[config.mk]
export PLATFORM = sky130hd
export DESIGN_NAME = multicycle_control_unit_flat
export DESIGN_NICKNAME = d
export VERILOG_FILES = /design/src/rtl/mips_ctrl_pkg.sv /design/src/rtl/multicycle_control_unit_if.sv /design/src/rtl/mc_alu_decoder.sv /design/src/rtl/multicycle_control_unit.sv /design/src/flat_wrapper.sv
export SDC_FILE = /design/constraint.sdc
export NUM_CORES = 1
export LEC_CHECK = 0
export ABC_AREA = 0
export CAP_MARGIN = 20
export CORE_UTILIZATION = 30
export CTS_CLUSTER_SIZE = 14
export DETAILED_ROUTE_END_ITERATION = 16
export MAX_ROUTING_LAYER = met4
export PLACE_DENSITY_LB_ADDON = 0.1
export SETUP_SLACK_MARGIN = 0.2
export SYNTH_ARGS = -nofsm -noshare
export SYNTH_HDL_FRONTEND = slang
export SYNTH_SLANG_ARGS = --single-unit
[constraint.sdc]
create_clock -name clk -period 2.9 [get_ports clk]
set_clock_uncertainty 0.2 [all_clocks]
set_input_delay 0.725 -clock clk [delete_from_list [all_inputs] [get_ports clk]]
set_output_delay 0.725 -clock clk [all_outputs]
set_load 0.005 [all_outputs]
[src/rtl/mips_ctrl_pkg.sv]
// mips_ctrl_pkg: opcode, funct, select and state encodings for the multicycle MIPS control unit
package mips_ctrl_pkg;
  localparam logic [5:0] OP_LW    = 6'b100011;
  localparam logic [5:0] OP_SW    = 6'b101011;
  localparam logic [5:0] OP_RTYPE = 6'b000000;
  localparam logic [5:0] OP_BEQ   = 6'b000100;
  localparam logic [5:0] OP_ADDI  = 6'b001000;
  localparam logic [5:0] OP_J     = 6'b000010;
  localparam logic [5:0] F_ADD = 6'b100000;
  localparam logic [5:0] F_SUB = 6'b100010;
  localparam logic [5:0] F_AND = 6'b100100;
  localparam logic [5:0] F_OR  = 6'b100101;
  localparam logic [5:0] F_SLT = 6'b101010;
  localparam logic [2:0] ALU_ADD = 3'b010;
  localparam logic [2:0] ALU_SUB = 3'b110;
  localparam logic [2:0] ALU_AND = 3'b000;
  localparam logic [2:0] ALU_OR  = 3'b001;
  localparam logic [2:0] ALU_SLT = 3'b111;
  localparam logic [1:0] SRCB_B     = 2'b00;
  localparam logic [1:0] SRCB_4     = 2'b01;
  localparam logic [1:0] SRCB_IMM   = 2'b10;
  localparam logic [1:0] SRCB_IMMSH = 2'b11;
  localparam logic [1:0] PC_ALU    = 2'b00;
  localparam logic [1:0] PC_ALUOUT = 2'b01;
  localparam logic [1:0] PC_JUMP   = 2'b10;
  typedef enum logic [3:0] {
    S_FETCH   = 4'd0,
    S_DECODE  = 4'd1,
    S_MEMADR  = 4'd2,
    S_MEMRD   = 4'd3,
    S_MEMWB   = 4'd4,
    S_MEMWR   = 4'd5,
    S_RTYPEEX = 4'd6,
    S_RTYPEWB = 4'd7,
    S_BEQEX   = 4'd8,
    S_ADDIEX  = 4'd9,
    S_ADDIWB  = 4'd10,
    S_JEX     = 4'd11
  } state_e;
endpackage

[src/rtl/multicycle_control_unit_if.sv]
// multicycle_control_unit_if: decode inputs and datapath control outputs of the multicycle control unit
interface multicycle_control_unit_if;
  logic [5:0] Op;
  logic [5:0] Funct;
  logic       Zero;
  logic       mem_ready;
  logic       IorD;
  logic       MemWrite;
  logic       IRWrite;
  logic       RegDst;
  logic       MemtoReg;
  logic       RegWrite;
  logic       ALUSrcA;
  logic [1:0] ALUSrcB;
  logic [2:0] ALUControl;
  logic [1:0] PCSrc;
  logic       PCEn;
  logic       instr_done;
  logic       bad_op;
  logic [3:0] state;
  modport master (
    input  Op, Funct, Zero, mem_ready,
    output IorD, MemWrite, IRWrite, RegDst, MemtoReg, RegWrite, ALUSrcA, ALUSrcB,
           ALUControl, PCSrc, PCEn, instr_done, bad_op, state
  );
  modport slave (
    output Op, Funct, Zero, mem_ready,
    input  IorD, MemWrite, IRWrite, RegDst, MemtoReg, RegWrite, ALUSrcA, ALUSrcB,
           ALUControl, PCSrc, PCEn, instr_done, bad_op, state
  );
endinterface

[src/rtl/mc_alu_decoder.sv]
// mc_alu_decoder: R-type funct to ALUControl, unknown funct falls back to add
module mc_alu_decoder
  import mips_ctrl_pkg::*;
(
  input  logic [5:0] funct_i,
  output logic [2:0] alu_ctrl_o
);
  always_comb
    alu_ctrl_o = funct_i == F_SUB ? ALU_SUB :
                 funct_i == F_AND ? ALU_AND :
                 funct_i == F_OR  ? ALU_OR  :
                 funct_i == F_SLT ? ALU_SLT : ALU_ADD;
endmodule

[src/rtl/multicycle_control_unit.sv]
// multicycle_control_unit: Moore FSM sequencing a multicycle MIPS datapath with memory-ready waits
module multicycle_control_unit
  import mips_ctrl_pkg::*;
#(
  parameter bit MEM_WAIT_EN = 1'b1
) (
  input logic clk,
  input logic reset,
  multicycle_control_unit_if.master bus
);
  state_e state_q, state_d, cur;
  logic rdy;
  logic [2:0] rtype_alu, alu;
  logic [1:0] src_b, pc_src;
  logic iord, mem_write, ir_write, reg_dst, mem_to_reg, reg_write, src_a, pc_en, done, bad;
  assign rdy = MEM_WAIT_EN ? bus.mem_ready : 1'b1;
  mc_alu_decoder u_alu_dec (.funct_i(bus.Funct), .alu_ctrl_o(rtype_alu));
  always_ff @(posedge clk)
    state_q <= reset ? S_FETCH : state_d;
  // reset shows FETCH selects; enables are masked separately below
  always_comb begin
    cur = reset ? S_FETCH : state_q;
    state_d = S_FETCH;
    iord = 1'b0;
    mem_write = 1'b0;
    ir_write = 1'b0;
    reg_dst = 1'b0;
    mem_to_reg = 1'b0;
    reg_write = 1'b0;
    src_a = 1'b0;
    src_b = SRCB_B;
    alu = ALU_ADD;
    pc_src = PC_ALU;
    pc_en = 1'b0;
    done = 1'b0;
    bad = 1'b0;
    case (cur)
      S_FETCH: begin
        src_b = SRCB_4;
        ir_write = rdy;
        pc_en = rdy;
        state_d = rdy ? S_DECODE : S_FETCH;
      end
      S_DECODE: begin
        src_b = SRCB_IMMSH;
        state_d = (bus.Op == OP_LW || bus.Op == OP_SW) ? S_MEMADR :
                  bus.Op == OP_RTYPE ? S_RTYPEEX :
                  bus.Op == OP_BEQ   ? S_BEQEX   :
                  bus.Op == OP_ADDI  ? S_ADDIEX  :
                  bus.Op == OP_J     ? S_JEX     : S_FETCH;
        bad = state_d == S_FETCH;
      end
      S_MEMADR: begin
        src_a = 1'b1;
        src_b = SRCB_IMM;
        state_d = bus.Op == OP_SW ? S_MEMWR : S_MEMRD;
      end
      S_MEMRD: begin
        iord = 1'b1;
        state_d = rdy ? S_MEMWB : S_MEMRD;
      end
      S_MEMWB: begin
        mem_to_reg = 1'b1;
        reg_write = 1'b1;
        done = 1'b1;
      end
      S_MEMWR: begin
        iord = 1'b1;
        mem_write = 1'b1;
        done = rdy;
        state_d = rdy ? S_FETCH : S_MEMWR;
      end
      S_RTYPEEX: begin
        src_a = 1'b1;
        alu = rtype_alu;
        state_d = S_RTYPEWB;
      end
      S_RTYPEWB: begin
        reg_dst = 1'b1;
        reg_write = 1'b1;
        done = 1'b1;
      end
      S_BEQEX: begin
        src_a = 1'b1;
        alu = ALU_SUB;
        pc_src = PC_ALUOUT;
        pc_en = bus.Zero;
        done = 1'b1;
      end
      S_ADDIEX: begin
        src_a = 1'b1;
        src_b = SRCB_IMM;
        state_d = S_ADDIWB;
      end
      S_ADDIWB: begin
        reg_write = 1'b1;
        done = 1'b1;
      end
      S_JEX: begin
        pc_src = PC_JUMP;
        pc_en = 1'b1;
        done = 1'b1;
      end
      default: state_d = S_FETCH;
    endcase
  end
  assign bus.IorD = iord;
  assign bus.RegDst = reg_dst;
  assign bus.MemtoReg = mem_to_reg;
  assign bus.ALUSrcA = src_a;
  assign bus.ALUSrcB = src_b;
  assign bus.ALUControl = alu;
  assign bus.PCSrc = pc_src;
  assign bus.MemWrite = mem_write & ~reset;
  assign bus.IRWrite = ir_write & ~reset;
  assign bus.RegWrite = reg_write & ~reset;
  assign bus.PCEn = pc_en & ~reset;
  assign bus.instr_done = done & ~reset;
  assign bus.bad_op = bad & ~reset;
  assign bus.state = state_q;
endmodule

[src/flat_wrapper.sv]
// flat-port wrapper written by rule: the top's interface ports become plain ports
module multicycle_control_unit_flat import mips_ctrl_pkg::*;
#(
  parameter bit MEM_WAIT_EN = 1'b1
)
  (clk, reset, bus_Op, bus_Funct, bus_Zero, bus_mem_ready, bus_IorD, bus_MemWrite, bus_IRWrite, bus_RegDst, bus_MemtoReg, bus_RegWrite, bus_ALUSrcA, bus_ALUSrcB, bus_ALUControl, bus_PCSrc, bus_PCEn, bus_instr_done, bus_bad_op, bus_state);
  multicycle_control_unit_if bus_i ();
  input logic clk;
  input logic reset;
  input wire logic [$bits(bus_i.Op)-1:0] bus_Op;
  input wire logic [$bits(bus_i.Funct)-1:0] bus_Funct;
  input wire logic [$bits(bus_i.Zero)-1:0] bus_Zero;
  input wire logic [$bits(bus_i.mem_ready)-1:0] bus_mem_ready;
  output wire logic [$bits(bus_i.IorD)-1:0] bus_IorD;
  output wire logic [$bits(bus_i.MemWrite)-1:0] bus_MemWrite;
  output wire logic [$bits(bus_i.IRWrite)-1:0] bus_IRWrite;
  output wire logic [$bits(bus_i.RegDst)-1:0] bus_RegDst;
  output wire logic [$bits(bus_i.MemtoReg)-1:0] bus_MemtoReg;
  output wire logic [$bits(bus_i.RegWrite)-1:0] bus_RegWrite;
  output wire logic [$bits(bus_i.ALUSrcA)-1:0] bus_ALUSrcA;
  output wire logic [$bits(bus_i.ALUSrcB)-1:0] bus_ALUSrcB;
  output wire logic [$bits(bus_i.ALUControl)-1:0] bus_ALUControl;
  output wire logic [$bits(bus_i.PCSrc)-1:0] bus_PCSrc;
  output wire logic [$bits(bus_i.PCEn)-1:0] bus_PCEn;
  output wire logic [$bits(bus_i.instr_done)-1:0] bus_instr_done;
  output wire logic [$bits(bus_i.bad_op)-1:0] bus_bad_op;
  output wire logic [$bits(bus_i.state)-1:0] bus_state;
  assign bus_i.Op = bus_Op;
  assign bus_i.Funct = bus_Funct;
  assign bus_i.Zero = bus_Zero;
  assign bus_i.mem_ready = bus_mem_ready;
  assign bus_IorD = bus_i.IorD;
  assign bus_MemWrite = bus_i.MemWrite;
  assign bus_IRWrite = bus_i.IRWrite;
  assign bus_RegDst = bus_i.RegDst;
  assign bus_MemtoReg = bus_i.MemtoReg;
  assign bus_RegWrite = bus_i.RegWrite;
  assign bus_ALUSrcA = bus_i.ALUSrcA;
  assign bus_ALUSrcB = bus_i.ALUSrcB;
  assign bus_ALUControl = bus_i.ALUControl;
  assign bus_PCSrc = bus_i.PCSrc;
  assign bus_PCEn = bus_i.PCEn;
  assign bus_instr_done = bus_i.instr_done;
  assign bus_bad_op = bus_i.bad_op;
  assign bus_state = bus_i.state;
  multicycle_control_unit #(.MEM_WAIT_EN(MEM_WAIT_EN)) u_core (.clk(clk), .reset(reset), .bus(bus_i));
endmodule
==> results_dict.tcl, run 1 <==
set metrics [dict create \
    status "completed" \
    vias 940 \
    hp-start "u_core.bus.state[0]" \
    final_util 0.633 \
    slew_violations 0 \
    area_growth_pct 98.4 \
    yosys.area.top_type_share 0.129 \
    regToRegSetupSlack_ns 1.25 \
    min_to "u_core.bus.state[3]" \
    viasPerCell 5.03 \
    placed_cells 180 \
    dieArea_um2 2250 \
    ir_drop_mv 0.239 \
    cp.required_ns 1.98 \
    whs_ns 0.458 \
    min_path_type "flop to flop" \
    htreeDepth 1 \
    ys_async_sr_fraction 0 \
    fp.dieH_um 47.4 \
    crit_type "input pin to output port" \
    ys_warn_count 0 \
    synth_edf_count 0 \
    grt_use_total 0.208 \
    max-cap-violations 0 \
    seq_area_um2 81.3 \
    core_um2 1940 \
    port_buffers 36 \
    synth_common_cells "16 x nor2_1, 8 x nand2_1, 8 x nand3_1" \
    syn_area_per_cell_um2 6.19 \
    multi_input_area_um2 548 \
    synth.largest_area_cell "dfxtp_1" \
    synthDistinctLibCells 37 \
    drc 0 \
    ys_ff_latch 4 \
    drive_above_1_share 0.325 \
    p_per_area_nw_per_um2 175 \
    worstPathMaxFanout 3 \
    max_freq_mhz 358 \
    relSlewSlack 0.827 \
    setup_viol 0 \
    largest_reg_flops 4 \
    rr_startpoint "u_core.bus.state[0]" \
    antenna_cells 0 \
    crit_arrival_ns 1.87 \
    die_width_um 47.4 \
    rows 16 \
    routed_wl_um 2150 \
    layout.cells.non_filler 187 \
    yosysSeqAreaShare 0.129 \
    hold_viol 0 \
    antenna_found_initial 0 \
    synthTopCellsByArea "dfxtp_1 13%, nor2_1 9.7%, nand3_1 6.5%" \
    endpoint_kind "output port" \
    synthFlopType "dfxtp_1" \
    post-dp-hpwl_um 1680 \
    finalPower_uw 215 \
    yosysMostFrequentCell "nor2_1" \
    nFillCells 193 \
    routabilityCongestion 0.800 \
    clockBufferDepth 2 \
    grt_pass1_wl_um 3290 \
    cts_made_buffers 3 \
    grt_max_degree 16 \
    drt_iter0_markers 14 \
    min_path_cells 3 \
    dr.pass1.iters 4 \
    layout.nets 178 \
    period_share 0.962 \
    clk_pin_slew_ns 0.04 \
    cts_tree "yes" \
    wl_per_cell_um 11.5 \
    netlist_instances 100 \
    tightest_slew_ns 0.259 \
    ctsHoldBuffers 0 \
    grt_pass1_vias 841 \
    start_util 0.319 \
    synth_area_um2 619 \
    grt_setup_unrepaired "yes" \
    post-route-min-period_ns 2.79 \
    root_buffer "clkbuf_4" \
    p_leak_nw 0.557 \
    crit_path_start_kind "input pin" \
    clk_latency_ns 0.23 \
    synth_nets 116 \
    globalRouteOverflowTotal 0 \
    worst-r2r-cell-count 6 \
    antenna_left 0 \
    numClockSinks 4 \
    crit_start "bus_Funct[4]" \
    num_io_pins 37 \
    r2r-end "u_core.bus.state[0]" \
]
## how the worst max path moves through the flow
stage | to | slack, ns
floorplan | bus_ALUControl[1] | 0.29
global placement | bus_ALUControl[1] | -0.57
detailed placement | bus_ALUControl[1] | -0.60
CTS | bus_ALUControl[1] | 0.08
global route | bus_ALUControl[1] | 0.08
finish | bus_ALUControl[1] | 0.11
## logic make-up (layout without fill, tap and decap cells)
family                 Yosys count  count (layout)  synth area share
AND/OR/NAND/NOR                 64              64             0.558
AO/OA/AOI/OAI                   22              22             0.224
buffers and inverters            7              67            0.0465
flip-flops                       4               4             0.129
XOR/XNOR                         3               3            0.0424
## where the power goes
group	leakage, nW	switching, mW	internal [mW]
Clock	0.0138	0.0192	0.0460
Combinational	0.510	0.0393	0.0536
Sequential	0.0330	0.000662	0.0566
## layout make-up
type / instances / share of cell area
well taps: 27 / 0.0275
multi-input cells: 89 / 0.446
flip-flops and latches: 4 / 0.0662
inverters: 1 / 0.00305
clock buffers: 3 / 0.0183
repair buffers: 63 / 0.439
## worst max-delay path, cell delays in order
cell           delay (ns)
dlygate4sd2_1        0.23
or4b_4               0.55
or2_1                0.24
buf_2                0.12
## metal layers
layer | track usage | vias to the layer above | routed length, µm
met5 | - | - | 0
met4 | 0.0171 | 0 | 0
met3 | 0.0377 | 0 | 120
met2 | 0.403 | 33 | 1130
met1 | 0.224 | 426 | 896
li1 | - | 481 | -
## cells in the final DEF (no fill, tap or decap), types with 5 or more instances in the layout
master | Yosys | routed
buf_4 | 0 | 24
clkdlybuf4s50_1 | 0 | 15
nor2_1 | 16 | 14
dlygate4sd2_1 | 0 | 9
nand2_1 | 8 | 8
nand3_1 | 8 | 8
nor3_1 | 7 | 5
and3_1 | 5 | 5
a21oi_1 | 6 | 5
o21ai_0 | 5 | 5
## repair_timing
item,4_1_cts,5_1_grt
setup endpoints to repair,17,9
resized for setup,51,9
setup buffers,4,0
pin swaps,9,7
cloned,0,0
## through the flow
stage / instance area, µm² / setup WS (ns) / TNS [ns]
CTS: 1220 / 0.0812 / 0
finish: 1230 / 0.110 / 0
global placement: 1160 / -0.572 / -4.29
global route: 1230 / 0.0783 / 0
detailed placement: 1160 / -0.601 / -4.57
floorplan: 619 / 0.286 / 0
Power figures use the tool's default switching activity.
==> run 2, diff against run 1 <==
--- a/config.mk
+++ b/config.mk
@@ -7,7 +7,10 @@
 export LEC_CHECK = 0
 export ABC_AREA = 0
 export CAP_MARGIN = 20
-export CORE_UTILIZATION = 30
+export CELL_PAD_IN_SITES_DETAIL_PLACEMENT = 0
+export CELL_PAD_IN_SITES_GLOBAL_PLACEMENT = 1
+export CORE_ASPECT_RATIO = 0.6
+export CORE_UTILIZATION = 23
 export CTS_CLUSTER_SIZE = 14
 export DETAILED_ROUTE_END_ITERATION = 16
 export MAX_ROUTING_LAYER = met4
==> run 2 against run 1 <==
Count of clock-buffer cells in the layout stayed put. Total power is 25% higher. Hold slack better by 0.045 ns. Global-route usage is 2.0 points lower. Highest routed layer is now met4. Non-clock buffer count stayed put. Clock power is 82% higher. Worst setup slack better by 0.0064 ns. Fmax is 0.23% higher.
==> results_dict.tcl, run 2 (synthesis gave the netlist of run 1 again) <==
set metrics [dict create \
    status "completed" \
    antenna_left 0 \
    clockBufferDepth 2 \
    drc 0 \
    post-route-min-period_ns 2.78 \
    crit_path_start_kind "input pin" \
    dieArea_um2 2910 \
    placed_cells 183 \
    hold_viol 0 \
    p_leak_nw 0.571 \
    vias 941 \
    rows 14 \
    layout.cells.non_filler 192 \
    relSlewSlack 0.744 \
    globalRouteOverflowTotal 0 \
    nFillCells 261 \
    grt_max_degree 16 \
    routed_wl_um 2500 \
    cts_tree "yes" \
    ir_drop_mv 0.0814 \
    start_util 0.246 \
    grt_pass1_vias 855 \
    antenna_cells 0 \
    worstPathMaxFanout 3 \
    numClockSinks 4 \
    period_share 0.960 \
    core_um2 2520 \
    drive_above_1_share 0.344 \
    layout_common_cells "25 x buf_4, 14 x nor2_1, 12 x clkdlybuf4s50_1" \
    cts_made_buffers 3 \
    num_io_pins 37 \
    max-cap-violations 0 \
    die_width_um 69.0 \
    grt_pass1_wl_um 3870 \
    area_growth_pct 103 \
    grt_use_total 0.187 \
    endpoint_kind "output port" \
    dp_slack_ns -0.589 \
    routabilityCongestion 0.778 \
    layout_commonest_cell "buf_4" \
    drt_iter0_markers 23 \
    fin_ws_ns 0.116 \
    dr.pass1.iters 4 \
    htreeDepth 1 \
    multi_input_area_um2 559 \
    cp.required_ns 1.98 \
    port_buffers 36 \
    seq_area_um2 81.3 \
    slew_violations 0 \
    fp.dieH_um 42.2 \
    largest_reg_flops 4 \
    tightest_slew_ns 0.383 \
    post-dp-hpwl_um 1860 \
    min_path_type "flop to flop" \
    max_freq_mhz 359 \
    crit_arrival_ns 1.86 \
    grt_setup_unrepaired "yes" \
    clk_latency_ns 0.22 \
    clk_pin_slew_ns 0.03 \
    antenna_found_initial 0 \
    layout.nets 178 \
    p_per_area_nw_per_um2 214 \
    viasPerCell 4.90 \
    crit_type "input pin to output port" \
    root_buffer "clkbuf_8" \
    setup_viol 0 \
    ctsHoldBuffers 0 \
    wl_per_cell_um 13.0 \
]
[run 2: cell type report]
type	instances	area share
multi-input cells	89	0.446
well taps	32	0.0319
repair buffers	63	0.422
clock buffers	3	0.0329
inverters	1	0.00299
flip-flops and latches	4	0.0648
[run 2: what timing repair did]
item / in CTS / in global routing
endpoints found under the hold margin: 0 / 0
buffers inserted: 3 / 3
endpoints found under the setup margin: 17 / 9
gates resized for setup: 51 / 16
cloned: 0 / 0
pin swaps: 8 / 9
[run 2: final timing paths]
check             slack, ns                 from  cells past startpoint                  end
setup reg to reg       1.09  u_core.bus.state[1]                      5  u_core.bus.state[0]
setup / recovery       0.12                reset                      6    bus_ALUControl[1]
hold / removal         0.50  u_core.bus.state[0]                      3  u_core.bus.state[3]
hold reg to reg        0.50  u_core.bus.state[0]                      3  u_core.bus.state[3]
[run 2: through the flow]
step / power (mW) / util / TNS (ns) / hold slack [ns] / area (µm²)
floorplan: 0.0885 / - / 0 / 0.411 / 619
global route: 0.282 / 0.498 / 0 / 0.540 / 1250
global placement: 0.147 / 0.457 / -4.58 / 0.489 / 1150
finish: 0.268 / 0.498 / 0 / 0.504 / 1250
CTS: 0.269 / 0.490 / 0 / 0.506 / 1240
detailed placement: 0.146 / 0.457 / -4.64 / 0.490 / 1150
[run 2: power by group]
group / switching (mW) / total, mW / internal (mW)
logic: 0.0406 / 0.0918 / 0.0512
clock network: 0.0300 / 0.119 / 0.0886
registers: 0.00137 / 0.0581 / 0.0567
total: 0.0720 / 0.268 / 0.196
[run 2: critical path: stages]
cell     delay (ns)
buf_8          0.10
nor2_4         0.08
nand2_2        0.06
or4b_4         0.53
or2_1          0.24
buf_2          0.13
[run 2: layer usage]
layer  global-route usage  vias to the layer above  routed length [µm]
met5                    -                        -                   0
met4               0.0857                        0                  44
met3               0.0299                        5                 135
met2                0.239                       22                 985
met1                0.279                      432                1340
li1                     -                      482                   -
==> run 3, diff against run 2 <==
--- a/config.mk
+++ b/config.mk
@@ -9,13 +9,15 @@
 export CAP_MARGIN = 20
 export CELL_PAD_IN_SITES_DETAIL_PLACEMENT = 0
 export CELL_PAD_IN_SITES_GLOBAL_PLACEMENT = 1
-export CORE_ASPECT_RATIO = 0.6
+export CORE_ASPECT_RATIO = 0.5
+export CORE_MARGIN = 2
 export CORE_UTILIZATION = 23
 export CTS_CLUSTER_SIZE = 14
 export DETAILED_ROUTE_END_ITERATION = 16
 export MAX_ROUTING_LAYER = met4
 export PLACE_DENSITY_LB_ADDON = 0.1
 export SETUP_SLACK_MARGIN = 0.2
+export SKIP_CTS_REPAIR_TIMING = 1
 export SYNTH_ARGS = -nofsm -noshare
 export SYNTH_HDL_FRONTEND = slang
 export SYNTH_SLANG_ARGS = --single-unit
==> run 3 against run 2 <==
Non-clock buffer count down 2. Clock power about the same. Critical path depth up 1. Sequential power up 0.7%. Highest routed layer unchanged. Critical endpoint is now bus_ALUControl[0]. Register-to-register slack better by 0.22 ns. Fmax down 2.1%. Via count down 0.43%.
==> results_dict.tcl, run 3 (synthesis gave the netlist of run 1 again) <==
set metrics [dict create \
    status "completed" \
    root_buffer "clkbuf_8" \
    switching_share 0.254 \
    cp_num_buf_inv 3 \
    rows 13 \
    cts_made_buffers 3 \
    grt_max_degree 16 \
    vias 937 \
    dieArea_um2 3150 \
    port_buffers 36 \
    setup_viol 0 \
    antenna_found_initial 0 \
    grt_setup_unrepaired "yes" \
    layout_common_cells "22 x buf_4, 18 x dlymetal6s2s_1, 15 x clkdlybuf4s50_1" \
    slew_violations 0 \
    worstPathCellList "buf_8 -> nor2_4 -> nand2_2 -> or4b_4 -> buf_6 -> a21oi_2 -> clkbuf_2" \
    layout.nets 176 \
    p_leak_nw 0.720 \
    post-dp-hpwl_um 1820 \
    dr.pass1.iters 4 \
    grt_pass1_wl_um 3650 \
    cpLargestDelayFamily "simple AND/OR/NAND/NOR gates" \
    antenna_cells 0 \
    finalPower_uw 266 \
    cp_slowest_stage_delay_ns 0.56 \
    hold_viol 0 \
    placed_cells 190 \
    fin_area_um2 1330 \
    clk_latency_ns 0.22 \
    multi_input_area_um2 552 \
    wl_per_cell_um 12.3 \
    core_um2 2570 \
    power.switching_uw 67.6 \
    fin_setup_tns_ns 0 \
    max_freq_mhz 352 \
    seqPwrFrac 0.220 \
    drt_iter0_markers 47 \
    start_util 0.241 \
    viasPerCell 4.81 \
    crit_path_start_kind "input pin" \
    globalRouteOverflowTotal 0 \
    p_per_area_nw_per_um2 201 \
    cp.required_ns 1.98 \
    antenna_left 0 \
    clockBufferDepth 2 \
    layout.cells.non_filler 195 \
    largest_reg_flops 4 \
    crit_type "input pin to output port" \
    pwr-share-comb 0.342 \
    area_growth_pct 114 \
    endpoint_kind "output port" \
    routed_wl_um 2400 \
    min_path_type "flop to flop" \
    post-route-min-period_ns 2.84 \
    tightest_slew_ns 0.288 \
    worstPathMaxFanout 3 \
    period_share 0.981 \
    cts_tree "yes" \
    drc 0 \
    clk_pin_slew_ns 0.03 \
    nFillCells 281 \
    max-cap-violations 0 \
    cp_slowest_cell "or4b_4" \
    fp.dieH_um 40.7 \
    numClockSinks 4 \
    clkPwrFrac 0.438 \
    ir_drop_mv 0.136 \
    grt_use_total 0.155 \
    grt_pass1_vias 818 \
    routabilityCongestion 0.736 \
    relSlewSlack 0.807 \
    crit_arrival_ns 1.92 \
    layout_commonest_cell "buf_4" \
    htreeDepth 1 \
    die_width_um 77.4 \
    seq_area_um2 82.6 \
    postPlaceCellArea_um2 1170 \
    p_int_uw 198 \
    num_io_pins 37 \
    drive_above_1_share 0.291 \
]
-- run 3: cell type report --
class | count | area share
clock buffers | 3 | 0.0312
inverters | 1 | 0.00283
multi-input cells | 89 | 0.416
flip-flops and latches | 4 | 0.0623
well taps | 37 | 0.0349
repair buffers | 61 | 0.452
-- run 3: final timing paths --
path,endpoint,depth (start not counted),startpoint,slack [ns]
setup / recovery,bus_ALUControl[0],7,reset,0.06
hold / removal,u_core.bus.state[3],3,u_core.bus.state[0],0.51
setup reg to reg,u_core.bus.state[0],4,u_core.bus.state[1],1.31
hold reg to reg,u_core.bus.state[3],3,u_core.bus.state[0],0.51
-- run 3: stage by stage --
step | hold slack, ns | setup WS (ns) | util
finish | 0.511 | 0.0565 | 0.516
global route | 0.537 | -0.0165 | 0.516
CTS | 0.504 | -0.629 | 0.473
detailed placement | 0.495 | -0.624 | 0.457
global placement | 0.514 | -0.601 | 0.457
floorplan | 0.411 | 0.286 | -
-- run 3: per-layer routing --
| metal | global-route usage | up-vias | share of wire |
|---|---|---|---|
| li1 | - | 473 | - |
| met1 | 0.194 | 439 | 0.48 |
| met2 | 0.270 | 23 | 0.47 |
| met3 | 0.0308 | 2 | 0.043 |
| met4 | 0.0402 | 0 | 0.0088 |
| met5 | - | - | 0 |
-- run 3: power by group through the flow --
stage                     clock, mW  sequential, mW  combinational [mW]
after floorplan                   0          0.0589              0.0296
after global placement            0          0.0591              0.0877
after detailed placement          0          0.0590              0.0871
after CTS                     0.119          0.0583              0.0876
after global routing          0.123          0.0587              0.0991
final                         0.116          0.0585              0.0909
-- run 3: tightest hold or removal path: stages, from the launching register on --
cell,delay (ns)
dfxtp_1,0.34
buf_4,0.20
nand3b_1,0.09
a21oi_1,0.04
